--- src/rtl/issue_rat_freelist_checkpoint_bank_mp.sv ---
// Free-list checkpoint bank for one issue-stage RAT checkpoint slot.
// PRFs released while the checkpoint (tagged by its FGR) is open are
// captured in a small FIFO. On commit they are drained back to the free
// list. On abandon they are discarded.
//
// Ports:
//   clk, reset                 clock, asynchronous active-low reset
//   alloc_i_en/alloc_i_fgr     open the bank for a new checkpoint (FREE only)
//   push_i_wen/push_i_prf      WRITE_PORTS push lanes, packed in ascending lane order
//   seal_i_en                  close the checkpoint to further pushes (OPEN only)
//   commit_i_en/commit_i_fgr   commit request, FGR-matched (SEALED only)
//   abandon_i_en/abandon_i_fgr flush request, FGR-matched (any non-FREE state)
//   pop_i_ren                  pop head entry (DRAIN only)
//   tag_o_*                    state decodes, sticky abandoned flag
//   fgr_o                      FGR held by the bank
//   fifo_o_*                   head entry, occupancy, full/empty, sticky overflow
module issue_rat_freelist_checkpoint_bank_mp #(
    parameter int unsigned PRF_WIDTH       = 6,
    parameter int unsigned FGR_WIDTH       = 3,
    parameter int unsigned BANK_DEPTH_LOG2 = 2,
    parameter int unsigned WRITE_PORTS     = 2
) (
    input  logic                             clk,
    input  logic                             reset,
    input  logic                             alloc_i_en,
    input  logic [FGR_WIDTH-1:0]             alloc_i_fgr,
    input  logic [WRITE_PORTS-1:0]           push_i_wen,
    input  logic [WRITE_PORTS*PRF_WIDTH-1:0] push_i_prf,
    input  logic                             seal_i_en,
    input  logic                             commit_i_en,
    input  logic [FGR_WIDTH-1:0]             commit_i_fgr,
    input  logic                             abandon_i_en,
    input  logic [FGR_WIDTH-1:0]             abandon_i_fgr,
    input  logic                             pop_i_ren,
    output logic                             tag_o_valid,
    output logic                             tag_o_open,
    output logic                             tag_o_sealed,
    output logic                             tag_o_drain,
    output logic                             tag_o_abandoned,
    output logic [FGR_WIDTH-1:0]             fgr_o,
    output logic [PRF_WIDTH-1:0]             fifo_o_prf,
    output logic [BANK_DEPTH_LOG2:0]         fifo_o_count,
    output logic                             fifo_o_full,
    output logic                             fifo_o_empty,
    output logic                             fifo_o_overflow
);

    localparam int unsigned DEPTH = 1 << BANK_DEPTH_LOG2;
    localparam int unsigned CW    = BANK_DEPTH_LOG2 + 1;
    localparam int unsigned IW    = BANK_DEPTH_LOG2;
    localparam logic [CW-1:0] DEPTH_C = CW'(DEPTH);

    typedef enum logic [1:0] {StFree, StOpen, StSealed, StDrain} state_e;

    state_e               r_state, w_state_d;
    logic [FGR_WIDTH-1:0] r_fgr, w_fgr_d;
    logic                 r_abandoned, w_abandoned_d;
    logic                 r_overflow, w_overflow_d;
    logic [CW-1:0]        r_wptr, w_wptr_d;
    logic [CW-1:0]        r_rptr, w_rptr_d;
    logic [PRF_WIDTH-1:0] r_ram [DEPTH];

    logic [CW-1:0]          w_count;
    logic [CW-1:0]          w_space;
    logic                   w_abandon_hit;
    logic                   w_commit_hit;
    logic                   w_push_ok;
    logic [WRITE_PORTS-1:0] w_wr_en;
    logic [IW-1:0]          w_wr_idx [WRITE_PORTS];
    logic [CW-1:0]          w_n_acc;
    logic                   w_push_drop;

    // Pointers carry one extra wrap bit so full and empty are distinguishable.
    assign w_count       = r_wptr - r_rptr;
    assign w_space       = DEPTH_C - w_count;
    assign w_abandon_hit = abandon_i_en && (r_state != StFree) && (abandon_i_fgr == r_fgr);
    assign w_commit_hit  = commit_i_en && (r_state == StSealed) && (commit_i_fgr == r_fgr);
    assign w_push_ok     = (r_state == StOpen) && !w_abandon_hit;

    // Pack active lanes into consecutive slots; lanes past the free space are dropped.
    always_comb begin
        logic [CW-1:0] n;
        n           = '0;
        w_wr_en     = '0;
        w_push_drop = 1'b0;
        for (int k = 0; k < WRITE_PORTS; k++) begin
            w_wr_idx[k] = r_wptr[IW-1:0] + n[IW-1:0];
            if (w_push_ok && push_i_wen[k]) begin
                if (n < w_space) begin
                    w_wr_en[k] = 1'b1;
                    n          = n + CW'(1);
                end else begin
                    w_push_drop = 1'b1;
                end
            end
        end
        w_n_acc = n;
    end

    always_comb begin
        w_state_d     = r_state;
        w_fgr_d       = r_fgr;
        w_abandoned_d = r_abandoned;
        w_overflow_d  = r_overflow;
        w_wptr_d      = r_wptr;
        w_rptr_d      = r_rptr;
        if (w_abandon_hit) begin
            w_state_d     = StFree;
            w_wptr_d      = '0;
            w_rptr_d      = '0;
            w_abandoned_d = 1'b1;
        end else begin
            unique case (r_state)
                StFree: begin
                    if (alloc_i_en) begin
                        w_state_d     = StOpen;
                        w_fgr_d       = alloc_i_fgr;
                        w_wptr_d      = '0;
                        w_rptr_d      = '0;
                        w_abandoned_d = 1'b0;
                        w_overflow_d  = 1'b0;
                    end
                end
                StOpen: begin
                    w_wptr_d = r_wptr + w_n_acc;
                    if (w_push_drop) w_overflow_d = 1'b1;
                    if (seal_i_en) w_state_d = StSealed;
                end
                StSealed: begin
                    if (w_commit_hit) w_state_d = (w_count == '0) ? StFree : StDrain;
                end
                StDrain: begin
                    if (pop_i_ren && (w_count != '0)) begin
                        w_rptr_d = r_rptr + CW'(1);
                        if (w_count == CW'(1)) w_state_d = StFree;
                    end
                end
            endcase
        end
    end

    always_ff @(posedge clk or negedge reset) begin
        if (!reset) begin
            r_state     <= StFree;
            r_fgr       <= '0;
            r_abandoned <= 1'b0;
            r_overflow  <= 1'b0;
            r_wptr      <= '0;
            r_rptr      <= '0;
        end else begin
            r_state     <= w_state_d;
            r_fgr       <= w_fgr_d;
            r_abandoned <= w_abandoned_d;
            r_overflow  <= w_overflow_d;
            r_wptr      <= w_wptr_d;
            r_rptr      <= w_rptr_d;
        end
    end

    // Storage is deliberately not reset; the pointers define what is valid.
    always_ff @(posedge clk) begin
        for (int k = 0; k < WRITE_PORTS; k++) begin
            if (w_wr_en[k]) r_ram[w_wr_idx[k]] <= push_i_prf[k*PRF_WIDTH +: PRF_WIDTH];
        end
    end

    assign tag_o_valid     = (r_state != StFree);
    assign tag_o_open      = (r_state == StOpen);
    assign tag_o_sealed    = (r_state == StSealed);
    assign tag_o_drain     = (r_state == StDrain);
    assign tag_o_abandoned = r_abandoned;
    assign fgr_o           = r_fgr;
    assign fifo_o_count    = w_count;
    assign fifo_o_full     = (w_count == DEPTH_C);
    assign fifo_o_empty    = (w_count == '0);
    assign fifo_o_overflow = r_overflow;
    assign fifo_o_prf      = (w_count == '0) ? '0 : r_ram[r_rptr[IW-1:0]];

endmodule

--- config.mk ---
export PLATFORM = sky130hd
export DESIGN_NAME = issue_rat_freelist_checkpoint_bank_mp
export DESIGN_NICKNAME = d
export VERILOG_FILES = /design/src/rtl/issue_rat_freelist_checkpoint_bank_mp.sv
export SDC_FILE = /design/constraint.sdc
export NUM_CORES = 1
export LEC_CHECK = 0
export BUFFER_PORTS_ARGS = -buffer_cell sky130_fd_sc_hd__buf_2
export CAP_MARGIN = 0
export CORE_UTILIZATION = 35
export DETAILED_ROUTE_END_ITERATION = 7
export PLACE_DENSITY = 0.53
export SLEW_MARGIN = 20
export SYNTH_ARGS = -nofsm -noshare
export SYNTH_HDL_FRONTEND = slang
export SYNTH_SLANG_ARGS = --single-unit
--- constraint.sdc ---
create_clock -name clk -period 4.4 [get_ports clk]
set_clock_uncertainty 0.2 [all_clocks]
set_input_delay 0.22 -clock clk [delete_from_list [all_inputs] [get_ports clk]]
set_output_delay 0.22 -clock clk [all_outputs]
set_load 0.01 [all_outputs]
==> flow_summary.toml, run 1 <==
[synthesis]
synthSimpleGateAreaFrac_pct = 16.38
yosysMostFrequentCell = "edfxtp_1"
synth-async-reset-ratio_pct = 35.14
seq_area_frac_synth_pct = 43.07
synth_area_leaders = "edfxtp_1, dfrtp_1, mux2_2, mux4_2, mux2_4"
synth.distinct_cells = 46
synth_top_family_by_area = "multiplexers"
synthXorXnorAreaFrac_pct = 4.379
netlist_instances = 199
synth_fa_ha_area_share_pct = 5.255
synth_area_mm2 = 0.002429
syn-num-nets = 238
post-synth-top-area-fraction_pct = 29.68
synth_common_cells = "edfxtp_1, mux2_2, nand2_1, dfrtp_1, nor2b_1"
synth_edf_count = 24
synth_area_per_cell_um2 = 12.20
ys.warnings.count = 0
synth-compound-area-share_pct = 9.325
synth-seq-cells = 37
ys.flop_type = "edfxtp_1"
yosys.area.top_type = "edfxtp_1"
synthMuxAreaShare_pct = 18.03

[grt]
overflow = 0
grt_max_degree = 18
antenna_found_initial = 0
grt_use_total_pct = 16.53
grt_pass1_wl_mm = 8.997
grt_pass1_vias = 1752

[timing]
tns_ps = 0
rsz0062_at_grt = "no"
fin_ws_ps = 631.8
period_share_pct = 85.64
worst_pin_slew_ps = 796.3
slew_viol_final = 0
min_period_ps = 3768
finalSetupViolations = 0
finalHoldViolCount = 0
max_freq_mhz = 265.4
slew_headroom_pct = 46.80

[die]
fp.dieW_um = 85.30
num_rows = 29
design.die.area_mm2 = 0.007276
start_util_pct = 37.18
core-area_mm2 = 0.006531
num_io_pins = 50
dieHeight_um = 85.30

[drt]
drc = 0
routedWlPerCell_um = 16.76
ant_nets = 0
vias = 1743
post_drt_via_cell_ratio = 5.188
drt_pass1_iterations = 4
drt_iter0_markers = 52
wirelength_mm = 5.630

[finish]
stdcell_area_mm2 = 0.002959
final_layout_size_suffix_gt1_share_pct = 40.93
syn_to_final_growth_pct = 21.84
antennaDiodeCount = 0
nets = 297
instances_no_fill = 336

[clock_tree]
post_cts_buffers = 0
clkTransAtPathRegs_ps = 80
cts_hold_buf = 4
clk_latency_ps = 290
cts_resized = 0
clockBufferDepth = 2
clock_sinks = 37
cts_made_buffers = 5
cts_tree = "built"
h-tree-depth = 2
cts_root_buf = "clkbuf_8"

[critical_path]
start_kind = "flip-flop"
worstPathMaxFanout = 9
worst-r2r-cell-count = 11
path_class = "reg -> reg"
r2r_setup_slack_ps = 630
cp.arrival_ps = 3790
reg2reg_from = "r_rptr[1]"
end_kind = "flip-flop"
reg2reg_to = "r_wptr[1]"
required_ps = 4420

[pwr]
total_leakage_power_uw = 0.001194
clkPwrFrac_pct = 17.5
power_density_mw_per_mm2 = 703.9
p_comb_share_pct = 56.6
vdd_drop_max_mv = 0.2515
p_int_uw = 1172
power.switching_uw = 910.7
swShare_pct = 43.72
seq_power_share_pct = 25.8

[hold_path]
hp-start = "push_i_prf[9]"
hp-class = "in -> reg"
hold_depth = 2
hold_end = "r_ram[3][3]"

[place]
pre_cts_slack_ps = 639.0
placed_area_mm2 = 0.002781
place_congestion = 0.7600
port_buffers = 49
dp_cells = 324
hpwl_mm = 4.037

[status]
outcome = "finished, final reports clean"

[flow_run]
max_cap_viol_count = 0
## routing by layer
metal / vias up / part of all wire, % / GRT usage (%)
met2: 25 / 50 / 27.42
met4: 0 / 1.1 / 5.455
met3: 7 / 2.3 / 2.432
met5: - / 0 / 0
li1: 855 / - / -
met1: 856 / 47 / 22.34
## state kept, by name (all words and copies together) (netlist names)
register	count
r_wptr	3
r_rptr	3
fgr_o	3
r_ram	24
tag_o_abandoned	1
fifo_o_overflow	1
r_state	2
## power by group through the flow
stage | Combinational (uW) | Clock (uW) | Sequential (uW)
after detailed placement | 1190 | 0 | 545
after global routing | 1320 | 385 | 552
after floorplan | 839 | 0 | 515
final | 1180 | 365 | 538
after CTS | 1200 | 370 | 537
after global placement | 1180 | 0 | 546
## cell families after synthesis
| group | count (synthesis) |
|---|---|
| AO/OA/AOI/OAI | 28 |
| XOR/XNOR | 8 |
| adder cells (fa/ha/maj) | 9 |
| buffers and inverters | 18 |
| flip-flops | 37 |
| multiplexers | 31 |
| AND/OR/NAND/NOR | 68 |
## final cells by class
type                    instances  area [um^2]
multi-input cells             144         1296
inverters                       8        30.03
flip-flops and latches         37         1046
clock inverters                 3        68.82
fillers                       641         3572
repair buffers                 62        352.8
well taps                      77        96.34
clock buffers                   5        68.82
## through the flow
step,util (%),total power (uW),hold WS (ps)
6_report,45.31,2083,66.39
3_3_place_gp,42.59,1727,-56.33
4_1_cts,45.31,2108,61.27
3_5_place_dp,42.59,1733,-59.06
5_1_grt,45.31,2257,62.16
2_1_floorplan,-,1354,-275.6
## cell usage in the layout, fill, tap and decap left out, types with 6 or more instances in the layout
cell type	n
buf_4	9
nand2_1	18
buf_2	49
mux4_2	6
nor2_1	10
nor2b_1	11
ha_1	7
edfxtp_1	24
mux2_4	6
mux2_2	18
inv_1	8
dfrtp_1	13
## worst max-delay path by stage
stage	startpoint	to	cells after the start
global placement	r_rptr[1]	r_wptr[1]	11
floorplan	r_wptr[0]	r_wptr[1]	14
detailed placement	r_rptr[1]	r_wptr[1]	11
CTS	r_rptr[1]	r_wptr[1]	11
global route	r_rptr[1]	r_wptr[1]	11
finish	r_rptr[1]	r_wptr[1]	11
## critical path, stage by stage, from the launching register on
cell and delay (ps):
dfrtp_1 550, fa_1 470, xnor3_1 410, ha_1 340
nand3_1 220, o21ai_0 180, nor3b_1 220, ha_1 170
inv_1 50, fa_1 420, o32a_1 330, o22ai_1 140
Note: power is estimated with default switching activity, not from simulation.
==> run 2: changes to the inputs <==
==> constraint.sdc (replaced) <==
create_clock -name clk -period 4.4 [get_ports clk]
set_clock_uncertainty 0.2 [all_clocks]
set_input_delay 0.44 -clock clk [delete_from_list [all_inputs] [get_ports clk]]
set_output_delay 0.44 -clock clk [all_outputs]
set_load 0.01 [all_outputs]
==> run 2 against run 1 <==
Compared with the run above:
- register-to-register slack barely moved
- wire length down 0.28%
- combinational power about the same
- largest cell class unchanged
==> flow_summary.toml, run 2 (synthesis gave the netlist of run 1 again) <==
[finish]
layout_commonest_cell = "buf_2"
stdcell_area_mm2 = 0.002929
nets = 294
final_layout_size_suffix_gt1_share_pct = 41.41
antennaDiodeCount = 0
syn_to_final_growth_pct = 20.61
final_cell_mix = "buf_2, edfxtp_1, nand2_1, mux2_2, dfrtp_1"
largest_reg_flops = 24

[clock_tree]
cts_tree = "built"
cts_resized = 0
post_cts_buffers = 0
cts_made_buffers = 5
cts_root_buf = "clkbuf_8"
clkTransAtPathRegs_ps = 80
clock_sinks = 37
cts_hold_buf = 1
clk_latency_ps = 290
clockBufferDepth = 2
h-tree-depth = 2

[pwr]
clkPwrFrac_pct = 17.6
p_comb_share_pct = 56.6
power_density_mw_per_mm2 = 711.5
p_total_uw = 2084
seq_power_share_pct = 25.8
p_int_uw = 1170
power.switching_uw = 913.7
vdd_drop_max_mv = 0.2529
total_leakage_power_uw = 0.001181
swShare_pct = 43.84

[drt]
vias = 1734
drt_iter0_markers = 53
ant_nets = 0
post_drt_via_cell_ratio = 5.207
drt_pass1_iterations = 4
drc = 0
routedWlPerCell_um = 16.86
wirelength_mm = 5.614

[critical_path]
path_class = "reg -> reg"
worstSetupStartpoint = "r_rptr[1]"
reg2reg_from = "r_rptr[1]"
required_ps = 4420
start_kind = "flip-flop"
cp.arrival_ps = 3790
end_kind = "flip-flop"
worst-r2r-cell-count = 11
worstPathMaxFanout = 9

[grt]
grt_use_total_pct = 16.39
grt_max_degree = 18
grt_pass1_wl_mm = 8.907
overflow = 0
antenna_found_initial = 0
grt_pass1_vias = 1733

[timing]
finalHoldViolCount = 0
slew_headroom_pct = 46.57
tns_ps = 0
slew_viol_final = 0
period_share_pct = 85.83
max_freq_mhz = 264.8
rsz0062_at_grt = "no"
min_period_ps = 3777
finalSetupViolations = 0
worst_pin_slew_ps = 799.6

[die]
fp.dieW_um = 85.30
start_util_pct = 37.18
num_rows = 29
core-area_mm2 = 0.006531
num_io_pins = 50
design.die.area_mm2 = 0.007276
dieHeight_um = 85.30

[place]
place_congestion = 0.7600
placed_area_mm2 = 0.002781
hpwl_mm = 4.037
port_buffers = 49

[hold_path]
hp-start = "alloc_i_fgr[0]"
hold_depth = 3
hp-class = "in -> reg"

[flow_run]
max_cap_viol_count = 0

[status]
outcome = "finished, final reports clean"
==> run 2: cell count changes in the layout (fill, tap and decap cells not counted), sizes merged <==
| cell | change |
|---|---|
| dlygate4sd3 | -3 |
==> run 2: final timing paths <==
path,to,slack [ps]
max,r_wptr[1],620
min,fgr_o[0],130
max reg2reg,r_wptr[1],620
min reg2reg,tag_o_abandoned,310
max in group asynchronous,r_state[0],3390
min in group asynchronous,fgr_o[2],370
==> run 2: through the flow <==
step | cells | worst slack [ps] | hold slack (ps) | utilization (%)
5_1_grt | 333 | 377.9 | 130.6 | 44.85
3_5_place_dp | 324 | 639.0 | 160.9 | 42.59
2_1_floorplan | 199 | 470.1 | -55.59 | -
4_1_cts | 333 | 611.8 | 129.8 | 44.85
3_3_place_gp | 324 | 725.6 | 163.7 | 42.59
6_report | 333 | 623.3 | 128.3 | 44.85
==> run 2: critical path: stages (launching register included) <==
cell and delay [ps]:
dfrtp_1 550, fa_1 470, xnor3_1 410, ha_1 340
nand3_1 220, o21ai_0 190, nor3b_1 220, ha_1 170
inv_1 50, fa_1 420, o32a_1 330, o22ai_1 140
==> run 2: per-layer routing <==
metal | global-route usage [%] | part of all wire, %
met1 | 22.22 | 47
met2 | 27.05 | 50
met3 | 2.432 | 2.1
met4 | 5.455 | 1.0
met5 | 0 | 0
==> run 2: final cells by class <==
class                   instances  area (um^2)
flip-flops and latches         37         1046
clock buffers                   5        68.82
clock inverters                 3        68.82
repair buffers                 59        322.8
fillers                       638         3602
well taps                      77        96.34
inverters                       8        30.03
multi-input cells             144         1296
==> run 2: power by group through the flow <==
| stage | sequential [uW] | clock, uW | combinational (uW) |
|---|---|---|---|
| after floorplan | 515 | 0 | 839 |
| after global placement | 546 | 0 | 1180 |
| after detailed placement | 545 | 0 | 1190 |
| after CTS | 537 | 370 | 1200 |
| after global routing | 552 | 385 | 1320 |
| final | 538 | 366 | 1180 |
